`src/rtl/mult_ctrl_pkg.sv`:
```
// Shared definitions for the 4x4 multiplier controller: present-state
// encodings and the 3-bit state type used by the sequencer, the output
// decoder and the bench.
package mult_ctrl_pkg;

    localparam logic [2:0] PS_IDLE    = 3'b000;
    localparam logic [2:0] PS_CLR     = 3'b001;
    localparam logic [2:0] PS_LD1     = 3'b010;
    localparam logic [2:0] PS_LD2     = 3'b011;
    localparam logic [2:0] PS_ADD     = 3'b100;
    localparam logic [2:0] PS_SHF     = 3'b101;
    localparam logic [2:0] PS_ACC     = 3'b110;
    localparam logic [2:0] PS_ILLEGAL = 3'b111;

    typedef enum logic [2:0] {
        IDLE    = PS_IDLE,
        CLR     = PS_CLR,
        LD1     = PS_LD1,
        LD2     = PS_LD2,
        ADD     = PS_ADD,
        SHF     = PS_SHF,
        ACC     = PS_ACC,
        ILLEGAL = PS_ILLEGAL
    } state_t;

endpackage

```
`src/rtl/mult_sequencer_iter_counter.sv`:
```
// Loop iteration counter for the multiplier sequencer. Clear has priority
// over increment; last flags the final iteration (N_ITER-1).
module iter_counter #(
    parameter int N_ITER = 4,
    parameter int CNT_W  = 3
) (
    input  logic             clk,
    input  logic             rst_n,
    input  logic             clr,
    input  logic             inc,
    output logic [CNT_W-1:0] cnt,
    output logic             last
);

    // Iteration count register; cleared on operation entry/exit
    always_ff @(posedge clk or negedge rst_n) begin
        if (!rst_n) begin
            cnt <= '0;
        end else if (clr) begin
            cnt <= '0;
        end else if (inc) begin
            cnt <= cnt + CNT_W'(1);
        end
    end

    assign last = (cnt == CNT_W'(N_ITER - 1));

endmodule

```
`src/rtl/mult_sequencer.sv`:
```
// State register and next-state logic for the 4x4 multiplier controller.
// Sequences CLR, LD1, LD2 and then N_ITER rounds of ADD/SHF/ACC, with a
// start/busy/done handshake, synchronous abort and illegal-state recovery.
// Optional: define MULT_SEQ_STALL_EN to add a stall input that freezes
// the sequence (except in IDLE).
module mult_sequencer
    import mult_ctrl_pkg::*;
#(
    parameter int N_ITER = 4,
    parameter int CNT_W  = 3
) (
    input  logic             clk,
    input  logic             rst_n,
    input  logic             start,
    input  logic             abort,
`ifdef MULT_SEQ_STALL_EN
    input  logic             stall,
`endif
    output logic [2:0]       ps,
    output logic [CNT_W-1:0] iter,
    output logic             busy,
    output logic             done,
    output logic             err
);

    state_t state_q;
    state_t state_d;
    logic   cnt_clr;
    logic   cnt_inc;
    logic   cnt_last;
    logic   done_d;
    logic   err_d;

    iter_counter #(
        .N_ITER (N_ITER),
        .CNT_W  (CNT_W)
    ) u_iter_counter (
        .clk   (clk),
        .rst_n (rst_n),
        .clr   (cnt_clr),
        .inc   (cnt_inc),
        .cnt   (iter),
        .last  (cnt_last)
    );

    // Next-state, counter control and pulse generation
    always_comb begin
        state_d = state_q;
        cnt_clr = 1'b0;
        cnt_inc = 1'b0;
        done_d  = 1'b0;
        err_d   = 1'b0;
        case (state_q)
            IDLE: begin
                if (start && !abort) begin
                    state_d = CLR;
                    cnt_clr = 1'b1;
                end
            end
            CLR: state_d = LD1;
            LD1: state_d = LD2;
            LD2: state_d = ADD;
            ADD: state_d = SHF;
            SHF: state_d = ACC;
            ACC: begin
                if (cnt_last) begin
                    state_d = IDLE;
                    cnt_clr = 1'b1;
                    done_d  = 1'b1;
                end else begin
                    state_d = ADD;
                    cnt_inc = 1'b1;
                end
            end
            default: begin
                // 3'b111 is unreachable in normal operation; recover to IDLE
                state_d = IDLE;
                cnt_clr = 1'b1;
                err_d   = 1'b1;
            end
        endcase
`ifdef MULT_SEQ_STALL_EN
        // Stall freezes everything outside IDLE; abort still wins below
        if (stall && (state_q != IDLE)) begin
            state_d = state_q;
            cnt_clr = 1'b0;
            cnt_inc = 1'b0;
            done_d  = 1'b0;
            err_d   = 1'b0;
        end
`endif
        // Abort abandons any operation in progress without a done pulse
        if (abort && (state_q != IDLE)) begin
            state_d = IDLE;
            cnt_clr = 1'b1;
            cnt_inc = 1'b0;
            done_d  = 1'b0;
        end
    end

    // State and pulse registers
    always_ff @(posedge clk or negedge rst_n) begin
        if (!rst_n) begin
            state_q <= IDLE;
            done    <= 1'b0;
            err     <= 1'b0;
        end else begin
            state_q <= state_d;
            done    <= done_d;
            err     <= err_d;
        end
    end

    assign ps   = state_q;
    assign busy = (state_q != IDLE);

endmodule

```
`config.mk`:
```
export PLATFORM = sky130hd
export DESIGN_NAME = mult_sequencer
export DESIGN_NICKNAME = d
export VERILOG_FILES = /design/src/rtl/mult_ctrl_pkg.sv /design/src/rtl/mult_sequencer_iter_counter.sv /design/src/rtl/mult_sequencer.sv
export SDC_FILE = /design/constraint.sdc
export NUM_CORES = 1
export LEC_CHECK = 0
export BUFFER_PORTS_ARGS = -buffer_cell sky130_fd_sc_hd__buf_2
export CORE_AREA = 2 2 39 41
export DETAILED_ROUTE_END_ITERATION = 6
export DIE_AREA = 0 0 41 43
export SETUP_SLACK_MARGIN = 0.4
export SYNTH_ARGS = -nofsm -noshare
export SYNTH_HDL_FRONTEND = slang
export SYNTH_SLANG_ARGS = --single-unit
```
`constraint.sdc`:
```
create_clock -name clk -period 2.9 [get_ports clk]
set_clock_uncertainty 0.05 [all_clocks]
set_input_delay 0.58 -clock clk [delete_from_list [all_inputs] [get_ports clk]]
set_output_delay 0.58 -clock clk [all_outputs]
set_load 0.1 [all_outputs]
```
==> results of run 1 <==
## layout make-up
cell class	instances	area, µm²
multi-input combinational	27	198
fill	149	872
sequential	8	200
inverter	3	11.3
timing repair buffer	12	60.1
tap	16	20.0
clock buffer	3	22.5
## state kept, by name (all words and copies together) (netlist names)
register / cells
done: 1
ps: 3
u_iter_counter.cnt: 3
err: 1
## report_power, final
part           total, mW  switching (mW)  internal [mW]
clock             0.0883          0.0407         0.0476
combinational     0.0749          0.0610         0.0139
sequential         0.123         0.00802          0.115
total              0.286           0.110          0.177
## cell families after synthesis
kind of cell	Yosys count	share of synthesized area
simple gates	14	0.206
fa+ha+maj	2	0.0597
compound gates	9	0.155
xor+xnor	1	0.0209
mux	1	0.0239
buf+inv	5	0.0567
flops	8	0.478
## critical path, delay by kind of cell (launching register included)
family                 cells  cell delay, ps
flip-flops                 1             540
buffers and inverters      1             410
AND/OR/NAND/NOR            2             190
## per-stage QoR
step	hold WS, ps	setup WS (ps)
floorplan	234	586
global placement	383	1140
detailed placement	384	1150
CTS	108	856
global route	109	792
finish	106	871
## layout by cell type, fill, tap and decap left out, drive strengths merged, types with 2 or more instances in the layout
| cell | instances |
|---|---|
| nand2 | 2 |
| clkbuf | 3 |
| inv | 3 |
| a2111oi | 2 |
| dfrtp | 8 |
| nor2 | 4 |
| nor3 | 3 |
| buf | 12 |
| ha | 2 |
| a21oi | 4 |
## how the worst max path moves through the flow
stage / startpoint / slack [ps] / depth (start not counted) / to
floorplan: ps[1]$_DFFE_PN0P_ / 590 / 3 / busy
global placement: ps[2]$_DFFE_PN0P_ / 1140 / 3 / busy
detailed placement: ps[2]$_DFFE_PN0P_ / 1150 / 3 / busy
CTS: ps[2]$_DFFE_PN0P_ / 860 / 3 / busy
global route: ps[2]$_DFFE_PN0P_ / 790 / 3 / busy
finish: ps[2]$_DFFE_PN0P_ / 870 / 3 / busy
## routing by layer
layer	vias to the layer above	routed length, µm
li1	171	-
met1	167	366
met2	13	389
met3	5	38
met4	0	44
met5	-	0
## Yosys cell counts
master,count
a2111oi_0,1
a2111oi_2,1
a21oi_1,4
a32o_1,1
and3_2,1
and4_1,1
and4bb_4,1
buf_2,1
buf_4,1
dfrtp_1,8
ha_1,2
inv_1,3
mux2i_1,1
nand2_1,2
nor2_1,3
nor2_2,1
nor3_1,3
nor3b_1,1
o21ai_0,1
o22ai_1,1
or3_1,1
xnor2_1,1
==> impl_metrics.py, run 1 <==
metrics = {
    "run_status": {
        "outcome": "finished, final reports clean",
    },
    "layout": {
        "finish.instance_area_um2": 512,
        "drive_gt1_frac": 0.377,
        "final_util": 0.370,
        "syn2layout_area_growth_pct": 22.1,
        "insertedDiodeCount": 0,
        "stdcell_count": 69,
        "nNetsFinal": 61,
    },
    "placement": {
        "placed_cell_area_um2": 489,
        "dp_hpwl_um": 604,
        "portBuffers": 12,
        "placedCellCount": 66,
        "gp_congestion": 0.722,
    },
    "clocking": {
        "cts_buffers": 3,
        "hold_buffers": 0,
        "clkSinkCount": 8,
        "cts_root_buf": "clkbuf_4",
        "cts_tree": "yes",
        "cts-resized-gates": 0,
        "cts_setup_buffers": 0,
        "htreeDepth": 1,
        "clk_latency_ps": 260,
        "clock_path_buffers": 2,
        "path_clk_slew_ps": 60,
    },
    "grt": {
        "overflow": 0,
        "antenna_found_initial": 0,
        "use_met2": 0.163,
        "grt.busiest_layer": "met2",
        "grt_max_degree": 14,
        "grtUsageMet1": 0.113,
        "grtUsageTotal": 0.112,
        "grt_pass1_wl_mm": 1.24,
        "met3_usage": 0.0314,
        "first_global_vias": 303,
    },
    "sta": {
        "final.period_utilization": 0.700,
        "min_period_ps": 2030,
        "tightestPinTransition_ps": 486,
        "clock.fmax_mhz": 493,
        "relSlewSlack": 0.678,
        "finalSetupViolCount": 0,
        "rsz0062_at_grt": "no",
        "slew_violations": 0,
        "setup-tns-final_ps": 0,
        "hold_violations": 0,
    },
    "worst_setup_path": {
        "rrSetupSlack_ps": 1150,
        "reg2reg_depth": 5,
        "critPathMaxStageDelay_ps": 540,
        "cp.arrival_ps": 1400,
        "start_kind": "flop",
        "cp_max_fo": 13,
        "cp_slowest_cell": "dfrtp_1",
        "r2r_start": "u_iter_counter.cnt[0]$_DFFE_PN0P_",
        "cp.required_ps": 2270,
        "setup.worst_path.class": "flop to output port",
        "cp_cell_sequence": "nor2_1 > nand2_2 > buf_2",
        "end_kind": "output port",
        "timing.rr.end": "u_iter_counter.cnt[2]$_DFFE_PN0P_",
    },
    "routing": {
        "wl_um": 838,
        "num_vias": 356,
        "ant_nets": 0,
        "via_per_inst": 5.16,
        "drt-wirelength-per-cell_um": 12.1,
        "dr.pass1.iters": 4,
        "drc": 0,
        "drtIter0Drc": 6,
    },
    "power_and_ir_drop": {
        "total_power_mw": 0.286,
        "p_leak_nw": 0.252,
        "powerDensity_nw_per_um2": 560,
        "ir_drop_uv": 189,
    },
    "die": {
        "die_area_um2": 1760,
        "ios": 13,
        "die_w_um": 41,
        "die_h_um": 43,
        "core_um2": 1380,
        "initial_core_util": 0.303,
        "row_count": 14,
    },
    "synthesis": {
        "synth_top_cell_by_area": "dfrtp_1",
        "synth_cell_types": 22,
        "synth_area_per_cell_um2": 10.5,
        "yosysTopAreaCellShare": 0.478,
        "synth.area.top_cells": "dfrtp_1, ha_1, a21oi_1",
        "ys_ff_latch": 8,
        "ys_seq_area_frac": 0.478,
        "syn_nets": 46,
        "netlist_area_um2": 419,
        "yosysWarnings": 0,
        "synthCells": 40,
    },
    "run": {
        "maxCapViolations": 0,
    },
    "hold_path": {
        "hp-class": "primary input to asynchronous set/reset pin",
    },
}
(Power assumes the default switching activity.)
==> run 2: changes to the inputs <==
==> constraint.sdc (replaced) <==
create_clock -name clk -period 1.7 [get_ports clk]
set_clock_uncertainty 0.05 [all_clocks]
set_input_delay 0.34 -clock clk [delete_from_list [all_inputs] [get_ports clk]]
set_output_delay 0.34 -clock clk [all_outputs]
set_load 0.1 [all_outputs]
==> impl_metrics.py, run 2 (synthesized netlist as in run 1, its figures left out) <==
metrics = {
    "run_status": {
        "outcome": "finished, final reports clean",
    },
    "layout": {
        "syn2layout_area_growth_pct": 90.4,
        "final_common_cell": "buf_12",
        "drive_gt1_frac": 0.689,
        "final_cell_mix": "buf_12, dfrtp_4, buf_4",
        "insertedDiodeCount": 0,
        "nNetsFinal": 69,
        "finish.instance_area_um2": 798,
        "stdcell_count": 77,
        "final_util": 0.577,
    },
    "placement": {
        "portBuffers": 12,
        "place_ws_ps": 91.9,
        "placed_cell_area_um2": 542,
        "dp_hpwl_um": 587,
        "gp_congestion": 0.773,
        "placedCellCount": 66,
    },
    "clocking": {
        "clk_latency_ps": 260,
        "path_clk_slew_ps": 50,
        "cts_buffers": 3,
        "htreeDepth": 1,
        "clock_path_buffers": 2,
        "cts_tree": "yes",
        "clkSinkCount": 8,
        "cts_root_buf": "clkbuf_4",
    },
    "sta": {
        "worst_slack_ps": 91.6,
        "relSlewSlack": 0.822,
        "hold_violations": 0,
        "whs_ps": 310,
        "finalSetupViolCount": 0,
        "clock.fmax_mhz": 622,
        "min_period_ps": 1610,
        "slew_violations": 0,
        "rsz0062_at_grt": "yes",
        "final.period_utilization": 0.946,
        "setup-tns-final_ps": 0,
        "tightestPinTransition_ps": 267,
    },
    "worst_setup_path": {
        "cp.required_ps": 1790,
        "start_kind": "flop",
        "cp_max_fo": 4,
        "crit_path_start": "u_iter_counter.cnt[1]$_DFFE_PN0P_",
        "cp.arrival_ps": 1700,
        "setup.worst_path.class": "flop to flop",
        "r2r_start": "u_iter_counter.cnt[1]$_DFFE_PN0P_",
        "end_kind": "flop",
    },
    "die": {
        "die_w_um": 41,
        "die_area_um2": 1760,
        "die_h_um": 43,
        "row_count": 14,
        "initial_core_util": 0.303,
        "core_um2": 1380,
        "ios": 13,
    },
    "power_and_ir_drop": {
        "switchingPower_mw": 0.209,
        "clockPowerShare": 0.262,
        "total_power_mw": 0.568,
        "pwr-share-seq": 0.378,
        "p_leak_nw": 0.320,
        "powerDensity_nw_per_um2": 712,
        "p_comb_frac": 0.360,
        "netSwitchingFraction": 0.367,
        "ir_drop_uv": 438,
        "p_int_mw": 0.359,
    },
    "routing": {
        "drc": 0,
        "drt-wirelength-per-cell_um": 12.9,
        "wl_um": 995,
        "num_vias": 405,
        "ant_nets": 0,
        "drtIter0Drc": 7,
        "via_per_inst": 5.26,
        "dr.pass1.iters": 4,
    },
    "hold_path": {
        "worstHoldStart": "abort",
        "hp-class": "primary input to flop",
    },
    "grt": {
        "antenna_found_initial": 0,
        "overflow": 0,
        "grt_max_degree": 10,
        "grt_pass1_wl_mm": 1.52,
        "grtUsageTotal": 0.142,
        "first_global_vias": 364,
    },
    "run": {
        "maxCapViolations": 0,
    },
}
[run 2: path summary, 6_finish.rpt]
path / endpoint / slack (ps) / cells after the start
max in group asynchronous: ps[0]$_DFFE_PN0P_ / 1010 / 2
setup reg to reg: u_iter_counter.cnt[1]$_DFFE_PN0P_ / 90 / 5
hold reg to reg: ps[0]$_DFFE_PN0P_ / 530 / 1
setup / recovery: u_iter_counter.cnt[1]$_DFFE_PN0P_ / 90 / 5
min in group asynchronous: done$_DFF_PN0_ / 400 / 2
hold / removal: ps[1]$_DFFE_PN0P_ / 310 / 2
[run 2: metal layers]
layer,up-vias,wire (µm),global-route usage
met2,13,496,0.181
li1,189,-,-
met5,-,0,0
met3,5,37,0.0471
met1,198,408,0.163
met4,0,53,0.160
[run 2: worst max-delay path, stage by stage, from the launching register on]
cell      delay [ps]
dfrtp_4          490
ha_4             170
ha_4             170
and4bb_4         350
mux2i_1          200
nor3_1            60
[run 2: power by group through the flow]
stage                     clock network, mW  registers (mW)  logic, mW
final                                 0.149           0.215      0.204
after global routing                  0.165           0.215      0.212
after CTS                             0.155           0.212      0.186
after detailed placement                  0           0.218      0.131
after global placement                    0           0.218      0.131
after floorplan                           0           0.257     0.0715
[run 2: timing repair]
action / 4_1_cts / 5_1_grt
gates resized for setup: 36 / 8
endpoints found under the setup margin: 12 / 13
endpoints found under the hold margin: 8 / 0
pin swaps: 0 / 2
hold buffers: 1 / 0
buffers inserted: 7 / 0
[run 2: layout make-up]
cell class	count	area, µm²
timing repair buffer	20	248
fill	105	586
sequential	8	223
inverter	3	11.3
multi-input combinational	27	274
tap	16	20.0
clock buffer	3	22.5
==> run 3: changes to the inputs <==
--- a/config.mk
+++ b/config.mk
@@ -9,6 +9,7 @@
 export CORE_AREA = 2 2 39 41
 export DETAILED_ROUTE_END_ITERATION = 6
 export DIE_AREA = 0 0 41 43
+export RECOVER_POWER = 50
 export SETUP_SLACK_MARGIN = 0.4
 export SYNTH_ARGS = -nofsm -noshare
 export SYNTH_HDL_FRONTEND = slang
==> impl_metrics.py, run 3 (synthesized netlist as in run 1, its figures left out) <==
metrics = {
    "worst_setup_path": {
        "critPathMaxStageDelay_ps": 490,
        "timing.rr.end": "u_iter_counter.cnt[1]$_DFFE_PN0P_",
        "worst_path_most_repeated_cell": "ha_4",
        "rrSetupSlack_ps": 90,
        "r2r_start": "u_iter_counter.cnt[1]$_DFFE_PN0P_",
        "end_kind": "flop",
        "cp_max_fo": 4,
        "start_kind": "flop",
        "cp.arrival_ps": 1700,
        "cp_slowest_cell": "dfrtp_4",
        "cp_cell_sequence": "ha_4 > ha_4 > and4bb_4 > mux2i_1 > nor3_1",
        "cp.required_ps": 1790,
        "setup.worst_path.class": "flop to flop",
        "reg2reg_depth": 5,
    },
    "grt": {
        "grt_pass1_wl_mm": 1.52,
        "antenna_found_initial": 0,
        "grt_max_degree": 10,
        "overflow": 0,
        "grtUsageTotal": 0.142,
        "first_global_vias": 364,
    },
    "clocking": {
        "clkSinkCount": 8,
        "clock_path_buffers": 2,
        "htreeDepth": 1,
        "clk_latency_ps": 260,
        "cts_buffers": 3,
        "cts_tree": "yes",
        "path_clk_slew_ps": 50,
        "cts_root_buf": "clkbuf_4",
    },
    "routing": {
        "ant_nets": 0,
        "via_per_inst": 5.26,
        "num_vias": 405,
        "dr.pass1.iters": 4,
        "drtIter0Drc": 7,
        "wl_um": 998,
        "drt-wirelength-per-cell_um": 13.0,
        "drc": 0,
    },
    "placement": {
        "placedCellCount": 66,
        "dp_hpwl_um": 587,
        "place_ws_ps": 91.9,
        "portBuffers": 12,
        "gp_congestion": 0.773,
    },
    "sta": {
        "final.period_utilization": 0.946,
        "rsz0062_at_grt": "yes",
        "setup-tns-final_ps": 0,
        "worst_slack_ps": 91.6,
        "tightestPinTransition_ps": 538,
        "hold_violations": 0,
        "slew_violations": 0,
        "clock.fmax_mhz": 622,
        "relSlewSlack": 0.643,
        "finalSetupViolCount": 0,
        "min_period_ps": 1610,
    },
    "layout": {
        "multiInputGateArea_um2": 274,
        "fill_cells": 107,
        "drive_gt1_frac": 0.656,
        "final_cell_mix": "buf_12, dfrtp_4",
        "syn2layout_area_growth_pct": 87.2,
        "insertedDiodeCount": 0,
        "ff_latch_area_um2": 223,
        "stdcell_count": 77,
        "final_common_cell": "buf_12",
        "nNetsFinal": 69,
    },
    "power_and_ir_drop": {
        "ir_drop_uv": 437,
        "powerDensity_nw_per_um2": 722,
        "p_leak_nw": 0.310,
    },
    "hold_path": {
        "min_to": "ps[1]$_DFFE_PN0P_",
        "hp-class": "primary input to flop",
        "worstHoldStart": "abort",
        "min_delay_path_depth": 2,
    },
    "die": {
        "core_um2": 1380,
        "die_area_um2": 1760,
        "initial_core_util": 0.303,
        "die_h_um": 43,
        "die_w_um": 41,
        "ios": 13,
        "row_count": 14,
    },
    "run_status": {
        "outcome": "finished, final reports clean",
    },
    "run": {
        "maxCapViolations": 0,
    },
}
[run 3: cell types whose count changed in the layout (fill, tap and decap cells not counted)]
cell,previous run,this run
buf_4,5,3
clkbuf_1,0,2
clkbuf_2,0,2
buf_2,3,2
buf_6,4,3
[run 3: layer usage]
metal / part of all wire / track usage / wire (µm) / up-vias
li1: - / - / - / 189
met1: 0.41 / 0.163 / 412 / 198
met2: 0.50 / 0.181 / 495 / 13
met3: 0.037 / 0.0471 / 37 / 5
met4: 0.053 / 0.160 / 53 / 0
met5: 0 / 0 / 0 / -
[run 3: where the power goes]
group	internal (mW)	switching, mW	leakage [nW]
sequential	0.201	0.0138	0.0989
combinational	0.0759	0.127	0.198
clock	0.0810	0.0679	0.0138
[run 3: worst max path at each step]
stage                                           start                           endpoint  slack (ps)  depth (start not counted)
floorplan           u_iter_counter.cnt[1]$_DFFE_PN0P_  u_iter_counter.cnt[1]$_DFFE_PN0P_         -20                          5
global placement    u_iter_counter.cnt[0]$_DFFE_PN0P_  u_iter_counter.cnt[2]$_DFFE_PN0P_          90                          5
detailed placement  u_iter_counter.cnt[1]$_DFFE_PN0P_  u_iter_counter.cnt[2]$_DFFE_PN0P_          90                          5
CTS                 u_iter_counter.cnt[1]$_DFFE_PN0P_  u_iter_counter.cnt[2]$_DFFE_PN0P_         100                          5
global route        u_iter_counter.cnt[1]$_DFFE_PN0P_  u_iter_counter.cnt[2]$_DFFE_PN0P_          30                          5
finish              u_iter_counter.cnt[1]$_DFFE_PN0P_  u_iter_counter.cnt[1]$_DFFE_PN0P_          90                          5
[run 3: stage by stage]
stage / instance area, µm² / power (mW) / utilization / hold WS [ps]
global route: 785 / 0.591 / 0.567 / 319
detailed placement: 542 / 0.349 / 0.392 / 142
floorplan: 478 / 0.329 / - / -5.59
global placement: 542 / 0.349 / 0.392 / 139
finish: 785 / 0.566 / 0.567 / 310
CTS: 761 / 0.552 / 0.550 / 267
[run 3: final cells by class]
cell class                      instances  share of cell area
Sequential cell                         8               0.284
Clock buffer                            3              0.0287
Timing Repair Buffer                   20               0.298
Tap cell                               16              0.0255
Inverter                                3              0.0144
Multi-Input combinational cell         27               0.349
[run 3: timing repair]
| item | CTS | global route |
|---|---|---|
| hold buffers | 1 | 0 |
| pin swaps | 0 | 2 |
| endpoints found under the setup margin | 12 | 13 |
| gates resized for setup | 36 | 8 |
| endpoints found under the hold margin | 8 | 0 |
| setup buffers | 7 | 0 |
[run 3: critical path, delay by kind of cell (launching register included)]
family	cells	cell delay, ps
adders and majority gates	2	340
muxes	1	200
and+or+nand+nor	2	410
DFF	1	490
